### src/rtl/ucie_sb_tx_scheduler_pkg.sv
// Shared sideband transmit definitions: beat width, default idle gap and the
// scheduler state encoding.
package ucie_sb_pkg;

    localparam int SB_BEAT_W         = 64;
    localparam int SB_DEFAULT_GAP_UI = 32;
    localparam int SB_BEAT_CYCLES    = 2 * SB_BEAT_W;

    typedef enum logic [1:0] {
        IDLE = 2'd0,
        HDR  = 2'd1,
        GAP  = 2'd2,
        DATA = 2'd3
    } sb_tx_state_e;

    // Round-robin successor of a granted index.
    function automatic int rr_next(input int idx, input int num);
        return (idx == num - 1) ? 0 : idx + 1;
    endfunction

endpackage

### src/rtl/ucie_sb_tx_scheduler_rr_arbiter.sv
// Combinational round-robin arbiter: first asserted request at or above the
// pointer, wrapping around. The pointer register lives with the caller.
module ucie_sb_rr_arbiter #(
    parameter  int NUM_REQ = 4,
    localparam int IDX_W   = $clog2(NUM_REQ)
) (
    input  logic [NUM_REQ-1:0] req,
    input  logic [IDX_W-1:0]   ptr,
    input  logic               enable,
    output logic [NUM_REQ-1:0] grant,
    output logic [IDX_W-1:0]   grant_idx,
    output logic               grant_valid
);

    logic [IDX_W-1:0] cand;

    always_comb begin
        grant       = '0;
        grant_idx   = '0;
        grant_valid = 1'b0;
        cand        = '0;
        for (int i = 0; i < NUM_REQ; i++) begin
            cand = IDX_W'((int'(ptr) + i) % NUM_REQ);
            if (enable && !grant_valid && req[cand]) begin
                grant_valid = 1'b1;
                grant[cand] = 1'b1;
                grant_idx   = cand;
            end
        end
    end

endmodule

### src/rtl/ucie_sb_tx_scheduler.sv
// Sideband transmit scheduler: round-robin grant of one requester, then LSB-first
// serialization of header and optional data beat, each followed by an idle gap.
//
//   state | meaning
//   ------+---------------------------------------------------------------
//   IDLE  | no message; grant issued here when tx_enable and a request exist
//   HDR   | shifting out the 64-bit header, 2 cycles per UI
//   GAP   | GAP_UI idle UIs after a beat; clock and data held low
//   DATA  | shifting out the held 64-bit data beat
module ucie_sb_tx_scheduler
    import ucie_sb_pkg::*;
#(
    parameter  int NUM_REQ = 4,
    parameter  int GAP_UI  = SB_DEFAULT_GAP_UI,
    localparam int IDX_W   = $clog2(NUM_REQ)
) (
    input  logic                         clk,
    input  logic                         reset,
    input  logic                         tx_enable,
    input  logic [NUM_REQ-1:0]           req_valid,
    input  logic [NUM_REQ-1:0]           req_has_data,
    input  logic [NUM_REQ*SB_BEAT_W-1:0] req_hdr,
    input  logic [NUM_REQ*SB_BEAT_W-1:0] req_data,
    output logic [NUM_REQ-1:0]           req_ready,
    output logic                         SBTX_CLK,
    output logic                         SBTX_DATA,
    output logic                         busy,
    output logic [IDX_W-1:0]             grant_id
);

    localparam int               GAP_CYC  = 2 * GAP_UI;
    localparam int               GAP_W    = $clog2(GAP_CYC);
    localparam logic [6:0]       BIT_LAST = 7'(SB_BEAT_CYCLES - 1);
    localparam logic [GAP_W-1:0] GAP_LAST = GAP_W'(GAP_CYC - 1);

    sb_tx_state_e         state_q, state_d;
    logic [SB_BEAT_W-1:0] shift_q, shift_d;
    logic [SB_BEAT_W-1:0] hold_q, hold_d;
    logic                 has_data_q, has_data_d;
    logic [6:0]           bit_cnt_q, bit_cnt_d;
    logic [GAP_W-1:0]     gap_cnt_q, gap_cnt_d;
    logic [IDX_W-1:0]     ptr_q, ptr_d;
    logic [IDX_W-1:0]     grant_id_q, grant_id_d;
    logic                 sbtx_clk_q, sbtx_clk_d;
    logic                 sbtx_data_q, sbtx_data_d;
    logic                 busy_q, busy_d;

    logic [NUM_REQ-1:0]   arb_grant;
    logic [IDX_W-1:0]     arb_idx;
    logic                 arb_valid;
    logic                 arb_en;
    logic                 in_beat;
    logic                 beat_done;
    logic                 gap_done;

    assign arb_en    = tx_enable && (state_q == IDLE);
    assign in_beat   = (state_q == HDR) || (state_q == DATA);
    assign beat_done = (bit_cnt_q == BIT_LAST);
    assign gap_done  = (gap_cnt_q == GAP_LAST);

    ucie_sb_rr_arbiter #(
        .NUM_REQ (NUM_REQ)
    ) u_arb (
        .req         (req_valid),
        .ptr         (ptr_q),
        .enable      (arb_en),
        .grant       (arb_grant),
        .grant_idx   (arb_idx),
        .grant_valid (arb_valid)
    );

    always_ff @(posedge clk) begin
        if (reset) begin
            state_q     <= IDLE;
            shift_q     <= '0;
            hold_q      <= '0;
            has_data_q  <= 1'b0;
            bit_cnt_q   <= '0;
            gap_cnt_q   <= '0;
            ptr_q       <= '0;
            grant_id_q  <= '0;
            sbtx_clk_q  <= 1'b0;
            sbtx_data_q <= 1'b0;
            busy_q      <= 1'b0;
        end else begin
            state_q     <= state_d;
            shift_q     <= shift_d;
            hold_q      <= hold_d;
            has_data_q  <= has_data_d;
            bit_cnt_q   <= bit_cnt_d;
            gap_cnt_q   <= gap_cnt_d;
            ptr_q       <= ptr_d;
            grant_id_q  <= grant_id_d;
            sbtx_clk_q  <= sbtx_clk_d;
            sbtx_data_q <= sbtx_data_d;
            busy_q      <= busy_d;
        end
    end

    always_comb begin
        state_d = state_q;
        case (state_q)
            IDLE: begin
                if (arb_valid) begin
                    state_d = HDR;
                end
            end
            HDR, DATA: begin
                if (beat_done) begin
                    state_d = GAP;
                end
            end
            GAP: begin
                if (gap_done) begin
                    state_d = has_data_q ? DATA : IDLE;
                end
            end
            default: state_d = IDLE;
        endcase
    end

    always_comb begin
        shift_d    = shift_q;
        hold_d     = hold_q;
        has_data_d = has_data_q;
        ptr_d      = ptr_q;
        grant_id_d = grant_id_q;
        bit_cnt_d  = bit_cnt_q;
        gap_cnt_d  = gap_cnt_q;

        if (state_q == IDLE && arb_valid) begin
            shift_d    = req_hdr[arb_idx*SB_BEAT_W +: SB_BEAT_W];
            hold_d     = req_data[arb_idx*SB_BEAT_W +: SB_BEAT_W];
            has_data_d = req_has_data[arb_idx];
            grant_id_d = arb_idx;
            ptr_d      = IDX_W'(rr_next(int'(arb_idx), NUM_REQ));
        end

        if (in_beat) begin
            bit_cnt_d = bit_cnt_q + 7'd1;
            // Advance to the next bit at the end of each UI (after the high phase).
            if (bit_cnt_q[0]) begin
                shift_d = shift_q >> 1;
            end
        end

        if (state_q == GAP) begin
            gap_cnt_d = gap_cnt_q + GAP_W'(1);
            if (gap_done && has_data_q) begin
                shift_d    = hold_q;
                has_data_d = 1'b0;
            end
        end

        if (state_d != state_q) begin
            bit_cnt_d = '0;
            gap_cnt_d = '0;
        end
    end

    // Output flops are loaded from next-state values so the pins line up with
    // the state they describe; the first header bit appears right after ready.
    always_comb begin
        busy_d      = (state_d != IDLE);
        sbtx_clk_d  = 1'b0;
        sbtx_data_d = 1'b0;
        if (state_d == HDR || state_d == DATA) begin
            sbtx_clk_d  = bit_cnt_d[0];
            sbtx_data_d = shift_d[0];
        end
    end

    assign req_ready = arb_grant;
    assign SBTX_CLK  = sbtx_clk_q;
    assign SBTX_DATA = sbtx_data_q;
    assign busy      = busy_q;
    assign grant_id  = grant_id_q;

endmodule

### config.mk
export PLATFORM = sky130hd
export DESIGN_NAME = ucie_sb_tx_scheduler
export DESIGN_NICKNAME = d
export VERILOG_FILES = /design/src/rtl/ucie_sb_tx_scheduler_pkg.sv /design/src/rtl/ucie_sb_tx_scheduler_rr_arbiter.sv /design/src/rtl/ucie_sb_tx_scheduler.sv
export SDC_FILE = /design/constraint.sdc
export NUM_CORES = 1
export LEC_CHECK = 0
export BUFFER_PORTS_ARGS = -buffer_cell sky130_fd_sc_hd__clkbuf_2
export CORE_AREA = 2 2 207 209
export CTS_BUF_LIST = sky130_fd_sc_hd__clkbuf_16
export CTS_CLUSTER_DIAMETER = 100
export DETAILED_ROUTE_END_ITERATION = 8
export DIE_AREA = 0 0 209 211
export PLACE_DENSITY = 0.57
export SLEW_MARGIN = 10
export SYNTH_ARGS = -nofsm -noshare
export SYNTH_HDL_FRONTEND = slang
export SYNTH_SLANG_ARGS = --single-unit
### constraint.sdc
create_clock -name clk -period 9.6 [get_ports clk]
set_clock_uncertainty 0.2 [all_clocks]
set_input_delay 0.96 -clock clk [delete_from_list [all_inputs] [get_ports clk]]
set_output_delay 0.96 -clock clk [all_outputs]
set_load 0.02 [all_outputs]
# After elaboration in Yosys (flattened, before gate mapping)
# Cells that the tools add are included.
[op_classes]
n_addsub = 6
magnitude_cmp = 9
eq_ne = 9
n_shift = 2
n_mux = 46
bitwise = 4
n_reduce_logical = 24
[op_table]
columns = ["operator", "n"]
rows = [
  ["$shiftx A256 B9 Y64", 2],
  ["$mux W64", 5],
  ["$mux W1", 18],
  ["$mux W2", 9],
  ["$mux W4", 4],
  ["$lt A2 B3 Y1 const B", 5],
  ["$logic_and A1 B1 Y1", 14],
  ["$or A4 B4 Y4", 3],
  ["$bmux W1 S2", 5],
  ["$demux W1 S2", 4],
  ["$ge A2 B1 Y1 const B", 4],
  ["$add A7 B1 Y7 const B", 1],
  ["$eq A7 B7 Y1 const B", 1],
  ["$add A6 B1 Y6 const B", 1],
  ["$eq A2 B1 Y1 const B", 3],
  ["$eq A2 B2 Y1 const B", 3],
  ["$eq A6 B6 Y1 const B", 1],
  ["$pmux W2 S3", 1],
  ["$reduce_or A2 Y1", 3],
  ["$add A2 B1 Y2 const B", 2],
  ["$add A2 B2 Y2 const B", 2],
  ["$logic_not A1 Y1", 3],
  ["$logic_not A2 Y1", 1],
  ["$logic_or A1 B1 Y1", 2],
  ["3 further kinds", 3],
]
[totals]
reg_bits = 151
inputBits = 523
out_inout_bits = 9
word_cells = 112

# Longest topological paths before layout
[logic_depth]
word_depth = 22
mapped_depth = 14
depth_no_buf = 8

# By module
# A second synthesis with hierarchy kept.
[hier_totals]
hier_cells = 972
area_unflattened_um2 = 9661.8
[modules_own_cells]
columns = ["mod", "instances", "cells_per_inst", "area_per_inst_um2", "seq_area_each_um2"]
rows = [
  ["ucie_sb_tx_scheduler", 1, 906, 9112.5, 3022.9],
  ["ucie_sb_rr_arbiter", 1, 66, 549.3, 0.0],
]

# Worst setup path before layout
# Ideal clock, no wire load.
[synth_timing]
kind = "reg-to-output"
startpoint = "reg ptr_q[0]"
endpoint = "out req_ready[0]"
t_arrival_ns = 2.649
required_ns = 8.440
path_slack_ns = 5.791
path_stages_with_launch = 10
n_path_buf = 3
cell_sequence = "dfxtp_1 > buf_6 > buf_2 > inv_1 > ha_1 > buf_2 > mux4_2 > a2111oi_0 > a22o_1 > a221o_1"
[synth_between]
elab_chain_len = 16
word_cells_on_any_way = 51
classes_between = "3 x add/sub; 8 x order compare; 23 x mux; 3 x bitwise; 14 x reduce/logical"
[synth_lines]
columns = ["item", "line_no", "source"]
rows = [
  ["from (decl)", "ucie_sb_tx_scheduler.sv:42", "logic [IDX_W-1:0] ptr_q, ptr_d;"],
  ["from (signal assigned)", "ucie_sb_tx_scheduler.sv:92", "ptr_q <= ptr_d;"],
  ["branches (longest 15 deep; another with $lt A2 B3 Y1)", "--", ""],
  ["$mux W4 *", "ucie_sb_tx_scheduler_rr_arbiter.sv:24", "if (enable && !grant_valid && req[cand]) begin"],
  ["to (decl)", "ucie_sb_tx_scheduler.sv:24", "output logic [NUM_REQ-1:0] req_ready,"],
]
# Mark *: on every way between the ends. The select of a mux whose other input is x is not followed.

# Worst setup path in the final report
[layout_timing]
startpoint = "reg ptr_q[0]"
endpoint = "reg hold_q[40]"
[layout_between]
elab_chain_len = 17
word_cells_on_any_way = 31
classes_between = "3 x add/sub; 1 x shift; 16 x mux; 11 x reduce/logical"
[layout_lines]
columns = ["item", "line_no", "source"]
rows = [
  ["$bmux W1 S2", "ucie_sb_tx_scheduler_rr_arbiter.sv:24", ""],
  ["$mux W1 (implied by the code)", "ucie_sb_tx_scheduler_rr_arbiter.sv:24", ""],
  ["$logic_and A1 B1 Y1", "ucie_sb_tx_scheduler_rr_arbiter.sv:24", ""],
  ["$mux W1", "ucie_sb_tx_scheduler_rr_arbiter.sv:24", ""],
  ["$logic_not A1 Y1", "ucie_sb_tx_scheduler_rr_arbiter.sv:24", ""],
  ["$logic_and A1 B1 Y1 (2 in series)", "ucie_sb_tx_scheduler_rr_arbiter.sv:24", ""],
  ["$mux W1", "ucie_sb_tx_scheduler_rr_arbiter.sv:24", ""],
  ["$logic_not A1 Y1", "ucie_sb_tx_scheduler_rr_arbiter.sv:24", ""],
  ["$logic_and A1 B1 Y1 (2 in series)", "ucie_sb_tx_scheduler_rr_arbiter.sv:24", ""],
  ["$mux W1", "ucie_sb_tx_scheduler_rr_arbiter.sv:24", ""],
  ["$logic_not A1 Y1", "ucie_sb_tx_scheduler_rr_arbiter.sv:24", ""],
  ["$logic_and A1 B1 Y1 (2 in series)", "ucie_sb_tx_scheduler_rr_arbiter.sv:24", ""],
  ["$mux W2 / $mux W1 (equally long branches)", "ucie_sb_tx_scheduler_rr_arbiter.sv:24", ""],
  ["$shiftx A256 B9 Y64 / $logic_and A1 B1 Y1 (equally long branches)", "ucie_sb_tx_scheduler.sv:133, ucie_sb_tx_scheduler.sv:131", ""],
  ["to (signal assigned)", "ucie_sb_tx_scheduler.sv:88", "hold_q <= hold_d;"],
  ["to (decl)", "ucie_sb_tx_scheduler.sv:38", "logic [SB_BEAT_W-1:0] hold_q, hold_d;"],
]
# Several ways; a longest one is shown, not always the timed one. The select of a mux whose other input is x is not followed.
# A chain may end at the register's enable or synchronous reset.

==> flow_metrics.tcl <==
set metrics [dict create \
    worstSetupPathType "reg -> reg" \
    synth_top_area_share 0.275 \
    clock_latency_ns 0.44 \
    routabilityCongestion 0.894 \
    cp.arrival_ns 5.59 \
    clk_path_buf_depth 2 \
    setup_viol 0 \
    ff_latch_area_um2 3020 \
    synth_area_leader_cell "dfxtp_1" \
    post-dp-hpwl_um 38500 \
    dr_total_vias 13200 \
    crit_start "ptr_q[0]" \
    root_buffer "clkbuf_16" \
    clkTransAtPathRegs_ns 0.07 \
    crit_end "hold_q[40]" \
    fin_tns_setup_ns 0 \
    pwr-share-clk 0.312 \
    status "finished, final reports clean" \
    crit_required_ns 9.78 \
    hp-start "hold_q[61]" \
    yosys.area_share.simple 0.226 \
    synthTopCellsByArea "dfxtp_1 27%, nand2_1 9.5%, a21oi_1 6.5%" \
    finalCritPeriodShare 0.563 \
    netSwitchingFraction 0.365 \
    synth.distinct_cells 64 \
    tightest_slew_ns 1.24 \
    rr_worst_depth 9 \
    multi_input_area_um2 7380 \
    muxShareOfSynthArea 0.0588 \
    cts_setup_buffers 0 \
    fin_cells 2454 \
    cts-resized-gates 0 \
    r2r-end "hold_q[40]" \
    dpl.cell_count 2422 \
    power.density_nw_per_um2 156 \
    synth_top_family_by_area "compound AO/OA/AOI/OAI gates" \
    cts_buffers 17 \
    hold_path.class "reg -> reg" \
    p_switching_uw 827 \
    post_dp_cell_area_um2 13900 \
    hold_buffers 0 \
    fillers 4576 \
    n_antenna_cell 0 \
    fp.dieW_um 209 \
    finalMaxSlewViolations 0 \
    nets 2431 \
    hold_slack_ns 0.268 \
    dieArea_um2 44100 \
    die_h_um 211 \
    grt_usage 0.229 \
    synth_compound_gate_area_share 0.361 \
    p_leak_uw 0.00703 \
    grt_pass1_vias 13100 \
    viasPerCell 5.36 \
    grt_max_degree 93 \
    fin_crit_ns 5.40 \
    worstSetupStartpointType "register" \
    maxCapViolations 0 \
    synth_nets 2018 \
    cts_sinks 151 \
    numPortBuffers 531 \
    synth-seq-cells 151 \
    avgSynthCellArea_um2 7.39 \
    synth_xor_xnor_area_share 0.00796 \
    final_area_um2 14500 \
    slowest_delay_ns 0.84 \
    routedWlPerCell_um 21.1 \
    drtAntennaViolNets 0 \
    synth_ff_type "dfxtp_1" \
    antenna_found_initial 0 \
    wirelength_um 51900 \
    htreeDepth 4 \
    synthCells 1489 \
    synth_edf_count 0 \
    hold_viol 0 \
    initial_core_util 0.263 \
    crit_fanout 71 \
    relSlewSlack 0.175 \
    intPower_uw 1440 \
    yosysWarnings 0 \
    drtIter0Drc 807 \
    syn_to_final_growth_pct 31.6 \
    cts_tree "done" \
    syn-cell-area_um2 11000 \
    endpoint_kind "register" \
    synthAdderAreaFrac 0.00682 \
    ir_drop_mv 0.0858 \
    seq_area_frac_synth 0.275 \
    max_freq_mhz 185 \
    cp_cell_sequence "inv_1 > ha_1 > mux2_2 > o21ai_1 > o21a_4 > buf_4 > nand3_2 > a21oi_1 > a211o_1" \
    drive_gt1_frac 0.331 \
    io_pins 532 \
    reg2reg_slack_ns 4.20 \
    route.detailed.drc 0 \
    rows 75 \
    async_flop_share 0 \
    utilization 0.347 \
    firstDrtPassIters 5 \
    overflow 0 \
    grt_pass1_wl_um 77200 \
    crit_path_top_delay_cell "nand3_2" \
    reg2reg_from "ptr_q[0]" \
    grt_setup_unrepaired "false" \
    p_comb_frac 0.344 \
    core_um2 41800 \
    seq_power_share 0.344 \
]
[critical path, delay by kind of cell, from the launching register on]
kind	cells	cell delay, ns
mux	1	0.37
fa+ha+maj	1	0.56
buf+inv	2	0.92
simple gates	1	0.84
flops	1	0.83
compound gates	4	1.54
[power by group through the flow]
stage	clock, uW	sequential (uW)	combinational [uW]
2_1_floorplan	0	766	523
3_3_place_gp	0	790	769
3_5_place_dp	0	792	778
4_1_cts	724	778	780
5_1_grt	747	788	850
6_report	706	779	779
[synth_stat cells, types with 3 or more instances]
cell type	instances
nand2_1	279
dfxtp_1	151
a21oi_1	143
clkbuf_1	104
nand3_1	95
nor2_1	90
and3_1	69
mux2i_1	59
o31a_1	54
a211oi_1	46
a211o_1	41
buf_2	39
o21a_1	35
o221ai_1	34
a221oi_1	33
o21bai_1	33
o21ai_1	31
a211oi_2	30
o21ai_0	30
inv_1	7
ha_1	6
xor2_1	6
buf_6	5
a221o_1	4
a22o_1	4
buf_4	4
nor3b_1	4
xnor2_1	4
and2_1	3
buf_1	3
nand4_1	3
[final cells by class]
class,instances,share of cell area
Multi-Input combinational cell,1176,0.509
Sequential cell,151,0.209
Timing Repair Buffer,549,0.193
Tap cell,539,0.0466
Clock buffer,17,0.0294
Clock inverter,15,0.0110
Inverter,7,0.00181
[metal layers]
layer,GRT usage,vias up,routed length [um]
li1,-,6311,-
met1,0.277,6320,21800
met2,0.419,465,26600
met3,0.0329,54,2310
met4,0.0670,0,1170
met5,0,-,0
[cells in the final DEF, fill, tap and decap left out, drive strengths merged, types with 3 or more instances in the layout]
cell type,synthesis,routed
clkbuf,104,547
nand2,280,280
dfxtp,151,151
a21oi,145,145
nand3,95,95
nor2,90,90
a211oi,76,76
and3,69,69
o21ai,62,62
mux2i,59,59
o31a,54,54
a211o,41,41
o21a,36,36
o221ai,36,36
a221oi,33,33
o21bai,33,33
buf,51,19
inv,7,11
clkinv,0,8
xor2,6,6
ha,6,6
nor3b,5,5
a22o,4,4
a221o,4,4
xnor2,4,4
nand4,3,3
bufinv,0,3
and2,3,3
nor2b,3,3
or3b,3,3
[registers in the layout, summed over array words and instances (netlist names), 2 cells and up]
name       cells
bit_cnt_q      7
gap_cnt_q      6
grant_id       2
hold_q        64
ptr_q          2
shift_q       64
state_q        2
[cells by family (layout without fill, tap and decap cells)]
| logic type | after synthesis | count (layout) |
|---|---|---|
| buffers and inverters | 162 | 588 |
| flip-flops | 151 | 151 |
| multiplexers | 62 | 62 |
| XOR/XNOR | 10 | 10 |
| AND/OR/NAND/NOR | 560 | 560 |
| adder cells (fa/ha/maj) | 6 | 6 |
| AO/OA/AOI/OAI | 538 | 538 |
[how the worst min path moves through the flow]
stage,cells past startpoint,end
5_1_grt,1,hold_q[8]
2_1_floorplan,1,hold_q[0]
4_1_cts,1,hold_q[61]
3_3_place_gp,1,hold_q[2]
6_report,1,hold_q[61]
3_5_place_dp,1,hold_q[2]
[per-stage QoR]
step / setup WS, ns / total power [uW]
after floorplan: 5.79 / 1290
after global placement: 4.42 / 1560
after detailed placement: 4.20 / 1570
after CTS: 4.17 / 2280
after global routing: 3.77 / 2380
final: 4.20 / 2260
Note: power is estimated with default switching activity, not from simulation.
